File: src/rtl/vga_timing_decoder_if.sv
// Sync-level video input bundle: h_sync, v_sync, blank_n.
// master: sync generator side; slave: timing decoder side.
interface vga_timing_decoder_if;
  logic h_sync;
  logic v_sync;
  logic blank_n;

  modport master (
    output h_sync,
    output v_sync,
    output blank_n
  );

  modport slave (
    input h_sync,
    input v_sync,
    input blank_n
  );
endinterface

File: src/rtl/vga_timing_decoder.sv
// VGA timing decoder: recovers pixel position, line period and frame
// height from h_sync/v_sync/blank_n, tracks lock and flags violations.
// Ports: clk, rst (sync, active-high), vin (slave: h_sync, v_sync,
//   blank_n), locked, line_start, frame_start, pix_valid, posx, posy,
//   h_period, v_lines, err, err_sticky, err_count.
// Macro VGA_DEC_ERRCNT_EN: enables the saturating err_count counter;
//   when undefined err_count is tied to 0.
module vga_timing_decoder #(
  parameter int CW              = 12,
  parameter int LINE_TOL        = 0,
  parameter int MIN_LINES       = 100,
  parameter int SYNC_ACTIVE_LOW = 1
) (
  input  logic                 clk,
  input  logic                 rst,
  vga_timing_decoder_if.slave  vin,
  output logic                 locked,
  output logic                 line_start,
  output logic                 frame_start,
  output logic                 pix_valid,
  output logic [9:0]           posx,
  output logic [9:0]           posy,
  output logic [CW-1:0]        h_period,
  output logic [10:0]          v_lines,
  output logic                 err,
  output logic                 err_sticky,
  output logic [7:0]           err_count
);

  typedef enum logic [1:0] {
    SEARCH,
    MEASURE,
    LOCKED
  } st_e;

  st_e          st_q, st_d;
  logic         hs_q, vs_q, bl_q;
  logic         hs_p_q, vs_p_q;
  logic [CW-1:0] hcnt_q;
  logic [10:0]  lcnt_q;
  logic [CW-1:0] hper_q;
  logic [10:0]  vlin_q;
  logic         have_q, have_d;
  logic         locked_q, lock_d;
  logic         err_q, err_d;
  logic         sticky_q;
  logic         ls_q, fs_q, pv_q;
  logic [9:0]   posx_q, posy_q;
  logic         row_pix_q;
  logic         per_we, vl_we;

  logic         hs_a, hs_pa, vs_a, vs_pa;
  logic         hs_edge, vs_edge;
  logic [CW:0]  len, per_x, diff;
  logic         line_bad;
  logic [10:0]  fcnt;
  logic         frame_ok, frame_bad;
  logic         tmo;

  // Map raw sync levels onto "active" so edge logic is polarity-free.
  always_comb begin
    hs_a  = (SYNC_ACTIVE_LOW != 0) ? ~hs_q   : hs_q;
    hs_pa = (SYNC_ACTIVE_LOW != 0) ? ~hs_p_q : hs_p_q;
    vs_a  = (SYNC_ACTIVE_LOW != 0) ? ~vs_q   : vs_q;
    vs_pa = (SYNC_ACTIVE_LOW != 0) ? ~vs_p_q : vs_p_q;
  end

  assign hs_edge = hs_a & ~hs_pa;
  assign vs_edge = vs_a & ~vs_pa;

  assign len   = {1'b0, hcnt_q} + {{CW{1'b0}}, 1'b1};
  assign per_x = {1'b0, hper_q};
  assign diff  = (len >= per_x) ? (len - per_x) : (per_x - len);
  assign line_bad = diff > (CW+1)'(LINE_TOL);

  // Frame line count includes a line ending on the vsync edge itself.
  assign fcnt = (hs_edge && !(&lcnt_q)) ? lcnt_q + 11'd1 : lcnt_q;
  assign frame_ok  = fcnt >= 11'(MIN_LINES);
  assign frame_bad = fcnt != vlin_q;

  assign tmo = &hcnt_q;

  always_comb begin
    st_d   = st_q;
    lock_d = locked_q;
    have_d = have_q;
    err_d  = 1'b0;
    per_we = 1'b0;
    vl_we  = 1'b0;
    unique case (st_q)
      SEARCH: begin
        if (vs_edge) begin
          st_d   = MEASURE;
          have_d = 1'b0;
        end
      end
      MEASURE: begin
        if (tmo) begin
          st_d = SEARCH;
        end else if (hs_edge && have_q && line_bad) begin
          st_d = SEARCH;
        end else begin
          if (hs_edge && !have_q) begin
            per_we = 1'b1;
            have_d = 1'b1;
          end
          if (vs_edge) begin
            if (frame_ok) begin
              st_d   = LOCKED;
              lock_d = 1'b1;
              vl_we  = 1'b1;
            end else begin
              st_d = SEARCH;
            end
          end
        end
      end
      LOCKED: begin
        if (tmo || (hs_edge && line_bad) ||
            (vs_edge && frame_bad)) begin
          st_d   = SEARCH;
          lock_d = 1'b0;
          err_d  = 1'b1;
        end
      end
      default: begin
        st_d   = SEARCH;
        lock_d = 1'b0;
      end
    endcase
  end

  always_ff @(posedge clk) begin
    if (rst) begin
      st_q      <= SEARCH;
      hs_q      <= 1'b0;
      vs_q      <= 1'b0;
      bl_q      <= 1'b0;
      hs_p_q    <= 1'b0;
      vs_p_q    <= 1'b0;
      hcnt_q    <= '0;
      lcnt_q    <= '0;
      hper_q    <= '0;
      vlin_q    <= '0;
      have_q    <= 1'b0;
      locked_q  <= 1'b0;
      err_q     <= 1'b0;
      sticky_q  <= 1'b0;
      ls_q      <= 1'b0;
      fs_q      <= 1'b0;
      pv_q      <= 1'b0;
      posx_q    <= '0;
      posy_q    <= '0;
      row_pix_q <= 1'b0;
    end else begin
      hs_q     <= vin.h_sync;
      vs_q     <= vin.v_sync;
      bl_q     <= vin.blank_n;
      hs_p_q   <= hs_q;
      vs_p_q   <= vs_q;
      st_q     <= st_d;
      locked_q <= lock_d;
      have_q   <= have_d;
      err_q    <= err_d;
      if (err_d) sticky_q <= 1'b1;
      if (per_we) hper_q <= len[CW-1:0];
      if (vl_we) vlin_q <= fcnt;
      if (hs_edge || (st_q == SEARCH && vs_edge))
        hcnt_q <= '0;
      else if (!tmo)
        hcnt_q <= hcnt_q + 1'b1;
      if (vs_edge)
        lcnt_q <= '0;
      else if (hs_edge && !(&lcnt_q))
        lcnt_q <= lcnt_q + 11'd1;
      ls_q <= hs_edge & lock_d;
      fs_q <= vs_edge & lock_d;
      pv_q <= bl_q & lock_d;
      if (hs_edge)
        posx_q <= '0;
      else if (pv_q && !(&posx_q))
        posx_q <= posx_q + 10'd1;
      if (hs_edge)
        row_pix_q <= 1'b0;
      else if (pv_q)
        row_pix_q <= 1'b1;
      if (vs_edge)
        posy_q <= '0;
      else if (hs_edge && (row_pix_q || pv_q) && !(&posy_q))
        posy_q <= posy_q + 10'd1;
    end
  end

`ifdef VGA_DEC_ERRCNT_EN
  logic [7:0] ecnt_q;

  always_ff @(posedge clk) begin
    if (rst)
      ecnt_q <= '0;
    else if (err_d && !(&ecnt_q))
      ecnt_q <= ecnt_q + 8'd1;
  end

  assign err_count = ecnt_q;
`else
  assign err_count = '0;
`endif

  assign locked      = locked_q;
  assign line_start  = ls_q;
  assign frame_start = fs_q;
  assign pix_valid   = pv_q;
  assign posx        = posx_q;
  assign posy        = posy_q;
  assign h_period    = hper_q;
  assign v_lines     = vlin_q;
  assign err         = err_q;
  assign err_sticky  = sticky_q;

endmodule

File: src/flat_wrapper.sv
// flat-port wrapper written by rule: the top's interface ports become plain ports
module vga_timing_decoder_flat 
#(
  parameter int CW              = 12,
  parameter int LINE_TOL        = 0,
  parameter int MIN_LINES       = 100,
  parameter int SYNC_ACTIVE_LOW = 1
)
  (clk, rst, locked, line_start, frame_start, pix_valid, posx, posy, h_period, v_lines, err, err_sticky, err_count, vin_h_sync, vin_v_sync, vin_blank_n);
  vga_timing_decoder_if vin_i ();
  input  logic clk;
  input  logic rst;
  output logic locked;
  output logic line_start;
  output logic frame_start;
  output logic pix_valid;
  output logic [9:0] posx;
  output logic [9:0] posy;
  output logic [CW-1:0] h_period;
  output logic [10:0] v_lines;
  output logic err;
  output logic err_sticky;
  output logic [7:0] err_count;
  input wire logic [$bits(vin_i.h_sync)-1:0] vin_h_sync;
  input wire logic [$bits(vin_i.v_sync)-1:0] vin_v_sync;
  input wire logic [$bits(vin_i.blank_n)-1:0] vin_blank_n;
  assign vin_i.h_sync = vin_h_sync;
  assign vin_i.v_sync = vin_v_sync;
  assign vin_i.blank_n = vin_blank_n;
  vga_timing_decoder #(.CW(CW), .LINE_TOL(LINE_TOL), .MIN_LINES(MIN_LINES), .SYNC_ACTIVE_LOW(SYNC_ACTIVE_LOW)) u_core (.clk(clk), .rst(rst), .vin(vin_i), .locked(locked), .line_start(line_start), .frame_start(frame_start), .pix_valid(pix_valid), .posx(posx), .posy(posy), .h_period(h_period), .v_lines(v_lines), .err(err), .err_sticky(err_sticky), .err_count(err_count));
endmodule
File: config.mk
export PLATFORM = sky130hd
export DESIGN_NAME = vga_timing_decoder_flat
export DESIGN_NICKNAME = d
export VERILOG_FILES = /design/src/rtl/vga_timing_decoder_if.sv /design/src/rtl/vga_timing_decoder.sv /design/src/flat_wrapper.sv
export SDC_FILE = /design/constraint.sdc
export NUM_CORES = 1
export LEC_CHECK = 0
export ABC_AREA = 1
export CAP_MARGIN = 15
export CORE_MARGIN = 2
export CORE_UTILIZATION = 60
export CTS_CLUSTER_DIAMETER = 60
export DETAILED_ROUTE_END_ITERATION = 7
export PLACE_DENSITY = 0.85
export SYNTH_ARGS = -nofsm -noshare
export SYNTH_HDL_FRONTEND = slang
export SYNTH_SLANG_ARGS = --single-unit
File: constraint.sdc
create_clock -name clk -period 11.2 [get_ports clk]
set_input_delay 2.24 -clock clk [delete_from_list [all_inputs] [get_ports clk]]
set_output_delay 2.24 -clock clk [all_outputs]
set_load 0.03 [all_outputs]
==> results of run 1 <==
-- tightest hold or removal path, stage by stage (launching register included) --
cell and delay (ns):
dfxtp_1 0.30, inv_1 0.05, nor2_1 0.04
-- routing by layer --
layer | global-route usage | vias to the layer above
met5 | 0 | -
met4 | 0.0887 | 0
met3 | 0.0410 | 23
met2 | 0.471 | 139
met1 | 0.304 | 2375
li1 | - | 2659
-- stage by stage --
stage               setup slack [ns]  instance area [um2]  instances  power, uW   util
floorplan                       7.38                 5290        827        406      -
global placement                6.58                 5810        968        423  0.676
detailed placement              6.52                 5810        968        427  0.676
CTS                             6.60                 6010        984        641  0.700
global route                    6.00                 6010        984        673  0.700
finish                          6.56                 6010        984        640  0.700
-- power groups by stage --
stage,sequential (uW),combinational (uW),clock [uW]
2_1_floorplan,301,105,0
3_3_place_gp,301,122,0
3_5_place_dp,301,126,0
4_1_cts,294,126,221
5_1_grt,295,147,232
6_report,294,129,217
-- synth_stat cells, drive strengths merged, types with 4 or more instances --
master / instances / area, um2
ha: 27 / 338
o21bai: 5 / 37.5
nand2: 228 / 901
or2: 5 / 31.3
inv: 143 / 537
a21oi: 61 / 305
nor3: 9 / 45.0
nand3: 60 / 318
dfxtp: 81 / 1620
clkbuf: 5 / 18.8
nand4: 12 / 90.1
buf: 15 / 125
xor2: 19 / 166
o21ai: 31 / 170
nor2: 95 / 387
nand3b: 4 / 30.0
-- sequential cells by signal, summed over array words and instances, names as in the netlist, 2 cells and up --
signal / flops
u_core.v_lines: 11
u_core.hcnt_q: 12
u_core.st_q: 2
u_core.h_period: 12
u_core.lcnt_q: 11
u_core.posy: 10
u_core.posx: 10
-- final timing paths --
| kind | from | endpoint | slack [ns] | cells past startpoint |
|---|---|---|---|---|
| worst max register to register | u_core.hcnt_q[0] | u_core.v_lines[4] | 6.56 | 22 |
| worst min-delay path | u_core.bl_q | u_core.pix_valid | 0.41 | 2 |
| worst min register to register | u_core.bl_q | u_core.pix_valid | 0.41 | 2 |
| worst max-delay path | u_core.hcnt_q[0] | u_core.v_lines[4] | 6.56 | 22 |
-- kinds of logic after synthesis --
group / after synthesis / share of synthesized area
AO/OA/AOI/OAI: 103 / 0.106
XOR/XNOR: 22 / 0.0366
adder cells (fa/ha/maj): 27 / 0.0642
buffers and inverters: 165 / 0.131
flip-flops: 81 / 0.308
other: 1 / 0.000713
AND/OR/NAND/NOR: 421 / 0.353
-- final cells by class --
class | instances | area, um2 | area share
Sequential cell | 81 | 1620 | 0.270
Clock inverter | 4 | 48.8 | 0.00811
Multi-Input combinational cell | 581 | 2980 | 0.495
Inverter | 145 | 546 | 0.0907
Timing Repair Buffer | 53 | 531 | 0.0882
Clock buffer | 12 | 155 | 0.0258
Tap cell | 108 | 135 | 0.0225
==> results.txt, run 1 <==
Sink Count - 81
WL met3 - 479 um
Setup TNS - 0 ns
Commonest non-fill, non-tap cells in the layout - nand2_1, inv_1, nor2_1
DRC viols - 0
First-pass GRT wire length - 20700 um
Clk slew on worst S/H paths - 0.08 ns
Worst min path class - reg2reg
Final setup violation count - 0
Critical Setup Path Class - reg2reg
I/O pins - 62
Synth Register Bits - 81
Yosys warning count - 0
Ant. Diodes - 0
CTS root buffer - clkbuf_8
P_sw - 191 uW
Post-synth EDFFs - 0
Largest net degree at the start of global routing - 26
WL final - 12000 um
CTS tree - built
WL met2 - 6200 um
Die width - 97.6 um
Worst Tran Pin Value - 0.751 ns
CTS Buf Count - 9
Gpl congestion - 0.988
DR WL/cell - 12.2 um
Worst setup SP type - flop
Routed Antenna Nets - 0
CP max-delay cell - or4_1
Peak supply drop - 0.151 mV
Mapped cell area - 5260 um2
Final Skew - 0.0101 ns
Wl on met1 - 5130 um
Final Hold Fails - 0
TritonRoute pass-1 iters - 5
NumNets Final - 903
Switching share of power - 0.298
Syn avg cell area - 6.42 um2
Final HPWL DP - 9520 um
F_max - 216 MHz
Layout cell share with drive strength beyond 1 - 0.0571
Clock Tree Buf Depth - 2
Post-synth ARST share - 0
CP arrival - 4.92 ns
Netlist cell types - 44
CP Capture Type - flop
Top cell by count, worst path - nand2_1
H-tree depth - 3
Vias - 5196
Cell chain of the critical path - nand3_1 > nor3_1 > nand2_1 > or4_1 > xor2_1 > inv_1 > ha_1 > nand2_2 > inv_1 > a21oi_1 > nand4_1 > nor2_2 > nand3_1 > nand3_1 > nand4_1 > nor2_1 > nand2_1 > nand2_2 > nand4_4 > nand2_1 > nand2_1 > nor2_1
RSZ-0062 raised after global routing - no
Part of the Yosys area used for sequential elements - 0.308
Most common cell after layout, fill and taps aside - nand2_1
DR iter-0 viols - 240
Combinational Power Share - 0.201
Die ar. - 9530 um2
Pins Over Slew Limit - 0
Largest fanout on the critical path - 24
Cells after Synth - 820
Pwr Density - 106 nW/um2
CP top delay family - simple AND/OR/NAND/NOR gates
Crit path required time - 11.48 ns
Period utilization - 0.414
Most used DFF post-synth - dfxtp_1
Resized cells post-CTS - 0
Maximum capacitance violations - 0
Total gr overflow - 0
Outcome - finished, final reports clean
Worst skew pair latency - 0.34 ns
Initial Util - 0.612
Tmin final - 4.64 ns
IO buf count - 53
Initial antenna violation count - 0
Leakage - 0.00283 uW
Worst hold slack - 0.413 ns
Chip Height - 97.6 um
Filler cells - 726
Total GRT Usage - 0.257
Vias per cell - 5.28
Hold-fix buffers at CTS - 0
WP buf/inv - 2
Slew HR - 0.499
Clock Power Share - 0.339
Uppermost layer routed - met4
# rows - 34
Register share of total power - 0.460
Vias in the first global route - 4829
Area grow syn2layout - 14.3%
Core area - 8590 um2
Internal - 449 uW
Slowest Stage Delay on Critical Path - 0.46 ns
Post-CTS setup buffer count - 0
Power figures use the tool's default switching activity.
==> inputs of run 2 (changes only) <==
CORE_UTILIZATION = 57   (was 60)
PLACE_DENSITY = 0.81   (was 0.85)
clock period = 4.8 ns   (was 11.2 ns; I/O delays follow)
==> run 2 against run 1 <==
  * Register-to-register slack got worse by 6.0 ns
  * Non-clock buffer count unchanged
  * Utilization decreased by 3.5 points
  * Fmax increased by 9.4%
  * Setup slack got worse by 6.0 ns
  * Clock power increased by 140%
  * Clock skew increased by 0.0047 ns
  * Critical path type unchanged
  * Critical endpoint unchanged
  * Largest cell class unchanged
  * Largest power group unchanged
==> results.txt, run 2 (synthesis results as in run 1) <==
Largest fanout on the critical path - 13 (-46%)
Vias - 5132 (-1.2%)
WL final - 12700 um (+5.5%)
Post-CTS setup buffer count - 0 (unchanged)
I/O pins - 62 (unchanged)
Total GRT Usage - 0.258 (+0.000858)
DR iter-0 viols - 280 (+17%)
Internal - 1020 uW (+130%)
Peak supply drop - 0.208 mV (+38%)
Largest net degree at the start of global routing - 26 (unchanged)
Commonest non-fill, non-tap cells in the layout - nand2_1, inv_1, nor2_1
Tmin final - 4.24 ns (-0.397 ns)
Worst Tran Pin Value - 0.849 ns (+0.0981 ns)
Die width - 100 um (+2.5%)
Initial antenna violation count - 0 (unchanged)
Maximum capacitance violations - 0 (unchanged)
Final Hold Fails - 0 (unchanged)
Pwr Density - 249 nW/um2 (+130%)
CTS tree - built
CTS Buf Count - 9 (unchanged)
# rows - 35 (+2.9%)
Ant. Diodes - 0 (unchanged)
Outcome - finished, final reports clean
Clk slew on worst S/H paths - 0.09 ns (about the same)
Worst min path class - reg2reg
DR WL/cell - 12.9 um (+5.1%)
Worst setup SP type - flop
CP Capture Type - flop
Switching share of power - 0.321 (+0.0228)
Clock Tree Buf Depth - 2 (unchanged)
Worst skew pair latency - 0.37 ns (+0.03 ns)
Leakage - 0.00285 uW (+0.44%)
Final Skew - 0.0148 ns (+0.00467 ns)
Chip Height - 100 um (+2.5%)
Dpl cells - 971 (+0.31%)
Routed Antenna Nets - 0 (unchanged)
NumNets Final - 904 (+0.11%)
Sink Count - 81 (unchanged)
IO buf count - 53 (unchanged)
Final setup violation count - 0 (unchanged)
Die ar. - 10000 um2 (+5.0%)
Total gr overflow - 0 (unchanged)
RSZ-0062 raised after global routing - no
Most common cell after layout, fill and taps aside - nand2_1
Layout cell share with drive strength beyond 1 - 0.0616 (+0.00450)
Critical Setup Path Class - reg2reg
CTS root buffer - clkbuf_8
Crit path required time - 5.10 ns (-6.38 ns)
Core area - 9110 um2 (+6.0%)
Clock Power Share - 0.343 (+0.004)
Worst hold slack - 0.412 ns (-0.000355 ns)
Register share of total power - 0.456 (-0.004)
Vias in the first global route - 4769 (-1.2%)
Gpl congestion - 0.975 (-1.3%)
Period utilization - 0.883 (+0.469)
Initial Util - 0.578 (-0.0346)
Final HPWL DP - 9730 um (+2.2%)
Slew HR - 0.433 (-0.0654)
DRC viols - 0 (unchanged)
TritonRoute pass-1 iters - 5 (unchanged)
Vias per cell - 5.19 (-1.6%)
H-tree depth - 3 (unchanged)
Combinational Power Share - 0.201 (about the same)
Area grow syn2layout - 15.1%
First-pass GRT wire length - 21000 um (+1.6%)
CP arrival - 4.54 ns (-0.38 ns)
Filler cells - 800 (+10%)
P_sw - 484 uW (+150%)
F_max - 236 MHz (+9.4%)
Pins Over Slew Limit - 0 (unchanged)
Layout Cells excl Fill - 988 (+0.41%)
Setup TNS - 0 ns (unchanged)
## run 2: through the flow
step,utilization,power (uW),worst slack (ns),instance area [um2]
3_3_place_gp,0.638,995,0.469,5810
4_1_cts,0.660,1510,0.252,6010
6_report,0.665,1510,0.560,6050
2_1_floorplan,-,947,0.977,5290
3_5_place_dp,0.638,998,0.267,5810
5_1_grt,0.665,1590,0.0675,6050
## run 2: cell type report
type | count | area [um2] | share of cell area
multi-input cells | 582 | 3020 | 0.498
well taps | 111 | 139 | 0.0229
repair buffers | 53 | 531 | 0.0876
flip-flops and latches | 81 | 1620 | 0.268
inverters | 145 | 546 | 0.0901
clock buffers | 9 | 124 | 0.0205
clock inverters | 7 | 77.6 | 0.0128
## run 2: worst paths after layout
| path | from | end | slack (ns) | cells past startpoint |
|---|---|---|---|---|
| setup reg to reg | u_core.hcnt_q[0] | u_core.v_lines[4] | 0.56 | 25 |
| setup / recovery | u_core.hcnt_q[0] | u_core.v_lines[4] | 0.56 | 25 |
| hold reg to reg | u_core.bl_q | u_core.pix_valid | 0.41 | 2 |
| hold / removal | u_core.bl_q | u_core.pix_valid | 0.41 | 2 |
## run 2: worst max-delay path, stage by stage (launching register included)
cell and delay [ns]:
dfxtp_1 0.43, nand3_1 0.21, nor3_4 0.25, nand2_1 0.11
or4_1 0.47, xor2_2 0.20, inv_1 0.08, ha_1 0.42
nand2_2 0.11, nor2_4 0.14, inv_2 0.07, o21ai_4 0.16
nor2_4 0.08, nand2_4 0.15, nand2_1 0.06, nand3_1 0.06
nand2_1 0.05, nor2_1 0.10, nand2_1 0.05, nor2_1 0.11
nand2_1 0.12, nand2_2 0.16, nand4_4 0.25, nand2_1 0.14
nand2_1 0.05, nor2_1 0.13
## run 2: power groups by stage
| stage | clock network, uW | logic [uW] | registers [uW] |
|---|---|---|---|
| finish | 518 | 303 | 687 |
| global placement | 0 | 293 | 702 |
| detailed placement | 0 | 295 | 703 |
| CTS | 525 | 297 | 687 |
| floorplan | 0 | 244 | 703 |
| global route | 553 | 346 | 689 |
## run 2: timing repair
item / CTS / global route
setup endpoints to repair: 0 / 16
gates resized for setup: 0 / 4
hold endpoints to repair: 0 / 0
hold buffers: 0 / 0
## run 2: metal layers
| layer | GRT usage | vias up | wire (um) |
|---|---|---|---|
| met5 | 0 | - | 0 |
| met4 | 0.136 | 0 | 429 |
| met3 | 0.0313 | 38 | 648 |
| met2 | 0.431 | 152 | 6000 |
| met1 | 0.328 | 2288 | 5620 |
| li1 | - | 2654 | - |
==> inputs of run 3 (changes only) <==
CORE_MARGIN = not set   (was 2)
HOLD_SLACK_MARGIN = 0.03   (was not set)
MAX_ROUTING_LAYER = met4   (was not set)
==> run 3 against run 2 <==
  * The flow now finishes with violations (DRC)
  * Routed wire length grew 0.59%
  * Cell count shrank 0.10%
  * Sequential share of layout area grew 0.18 points
  * Sequential cell count is the same
  * First-iteration DRC count shrank 23%
  * Clock skew grew 0.0037 ns
  * Worst hold slack gained 0.025 ns
  * Global-route usage grew 2.3 points
  * Sequential power is essentially flat
  * Fmax shrank 1.8%
==> results.txt, run 3 (synthesis results as in run 1) <==
Gpl congestion - 0.892 (-8.6%)
Filler cells - 760 (-5.0%)
# rows - 34 (-2.9%)
Initial antenna violation count - 0 (unchanged)
WP buf/inv - 2 (unchanged)
Vias in the first global route - 4880 (+2.3%)
Largest net degree at the start of global routing - 25 (-3.8%)
CTS Buf Count - 9 (unchanged)
Ant. Diodes - 0 (unchanged)
H-tree depth - 3 (unchanged)
RSZ-0062 raised after global routing - no
Period utilization - 0.900 (+0.0166)
Worst hold slack - 0.437 ns (+0.0247 ns)
Vias - 5127 (-0.097%)
First-pass GRT wire length - 21400 um (+1.8%)
Layout cell share with drive strength beyond 1 - 0.0614 (-0.000140)
Initial Util - 0.595 (+0.0170)
Total GRT Usage - 0.281 (+0.0232)
CP top delay family - simple AND/OR/NAND/NOR gates
Failing checks - DRC
NumNets Final - 906 (+0.22%)
Post-CTS setup buffer count - 0 (unchanged)
Peak supply drop - 0.160 mV (-23%)
DR iter-0 viols - 216 (-23%)
CTS root buffer - clkbuf_8
Clk slew on worst S/H paths - 0.09 ns (about the same)
TritonRoute pass-1 iters - 7 (+2)
Chip Height - 98.1 um (-2.0%)
Setup Slack @ Placement - 0.504 ns (+0.236 ns)
Tmin final - 4.32 ns (+0.0799 ns)
Final Hold Fails - 0 (unchanged)
Worst Tran Pin Value - 0.752 ns (-0.0977 ns)
WL final - 12800 um (+0.59%)
Final setup margin - 0.481 ns (-0.0799 ns)
Final Skew - 0.0184 ns (+0.00366 ns)
Maximum capacitance violations - 0 (unchanged)
Final setup violation count - 0 (unchanged)
Area grow syn2layout - 14.3%
Sink Count - 81 (unchanged)
Vias per cell - 5.19 (about the same)
F_max - 232 MHz (-1.8%)
Leakage - 0.00286 uW (+0.30%)
CP arrival - 4.57 ns (+0.03 ns)
Resized cells post-CTS - 0 (unchanged)
IO buf count - 53 (unchanged)
Total gr overflow - 0 (unchanged)
Worst skew pair latency - 0.35 ns (-0.02 ns)
Routed Antenna Nets - 0 (unchanged)
Setup TNS - 0 ns (unchanged)
CP max-delay cell - ha_1
Outcome - finished, violations left
Die width - 98.1 um (-2.0%)
Top cell by count, worst path - nand2_1
Most common cell after layout, fill and taps aside - nand2_1
Clock Tree Buf Depth - 2 (unchanged)
Die ar. - 9620 um2 (-4.0%)
Largest fanout on the critical path - 13 (unchanged)
Commonest non-fill, non-tap cells in the layout - nand2_1, inv_1, nor2_1
Core area - 8850 um2 (-2.9%)
CP Capture Type - flop
CTS tree - built
DR WL/cell - 12.9 um (+0.69%)
DRC viols - 5 (+5)
Slew HR - 0.498 (+0.0646)
Worst min path class - reg2reg
Cell chain of the critical path - nand3_1 > nor3_1 > nand2_1 > or4_1 > xor2_1 > inv_1 > ha_1 > nand2_2 > nor2_4 > inv_2 > o21ai_4 > nor2_4 > nand2_4 > nand2_1 > nand3_1 > nand2_1 > nor2_1 > nand2_1 > nor2_1 > nand2_1 > nand2_2 > nand4_2 > nor2_1 > nor2_1
Crit path required time - 5.05 ns (-0.05 ns)
Pins Over Slew Limit - 0 (unchanged)
Critical Setup Path Class - reg2reg
I/O pins - 62 (unchanged)
Final HPWL DP - 9920 um (+1.9%)
Pwr Density - 241 nW/um2 (-3.2%)
Hold-fix buffers at CTS - 0 (unchanged)
Slowest Stage Delay on Critical Path - 0.44 ns (-0.03 ns)
Worst setup SP type - flop
==> run 3: worst paths after layout <==
path	start	to	slack, ns	cells after the start
worst max-delay path	u_core.hcnt_q[0]	u_core.v_lines[6]	0.48	24
worst min-delay path	u_core.hs_q	u_core.hs_p_q	0.44	2
worst max register to register	u_core.hcnt_q[0]	u_core.v_lines[6]	0.48	24
worst min register to register	u_core.hs_q	u_core.hs_p_q	0.44	2
==> run 3: layer usage <==
layer / share of wire / track usage / routed length [um] / up-vias
met5: 0 / - / 0 / -
met4: 0.023 / 0.118 / 293 / 0
met3: 0.032 / 0.0293 / 405 / 26
met2: 0.49 / 0.492 / 6240 / 107
met1: 0.46 / 0.327 / 5840 / 2334
li1: - / - / - / 2660
==> run 3: worst min-delay path, cell delays in order (launching register included) <==
cell,delay [ns]
dfxtp_1,0.32
inv_1,0.05
nor2_1,0.03
==> run 3: stage by stage <==
step / std cells / power [uW] / instance area (um2) / util
6_report: 987 / 1450 / 6010 / 0.680
5_1_grt: 987 / 1520 / 6010 / 0.680
4_1_cts: 986 / 1450 / 6000 / 0.678
3_5_place_dp: 970 / 1000 / 5820 / 0.658
3_3_place_gp: 970 / 997 / 5820 / 0.658
2_1_floorplan: 827 / 947 / 5290 / -
==> run 3: where the power goes <==
| part | internal (uW) | switching [uW] |
|---|---|---|
| clock | 192 | 266 |
| combinational | 98.9 | 205 |
| sequential | 680 | 7.01 |
==> run 3: cell type report <==
class                           instances  area [um2]  share of cell area
Clock inverter                          7        52.6             0.00874
Timing Repair Buffer                   55         546              0.0907
Inverter                              145         546              0.0907
Multi-Input combinational cell        582        2990               0.497
Sequential cell                        81        1620               0.270
Tap cell                              108         135              0.0225
Clock buffer                            9         124              0.0206
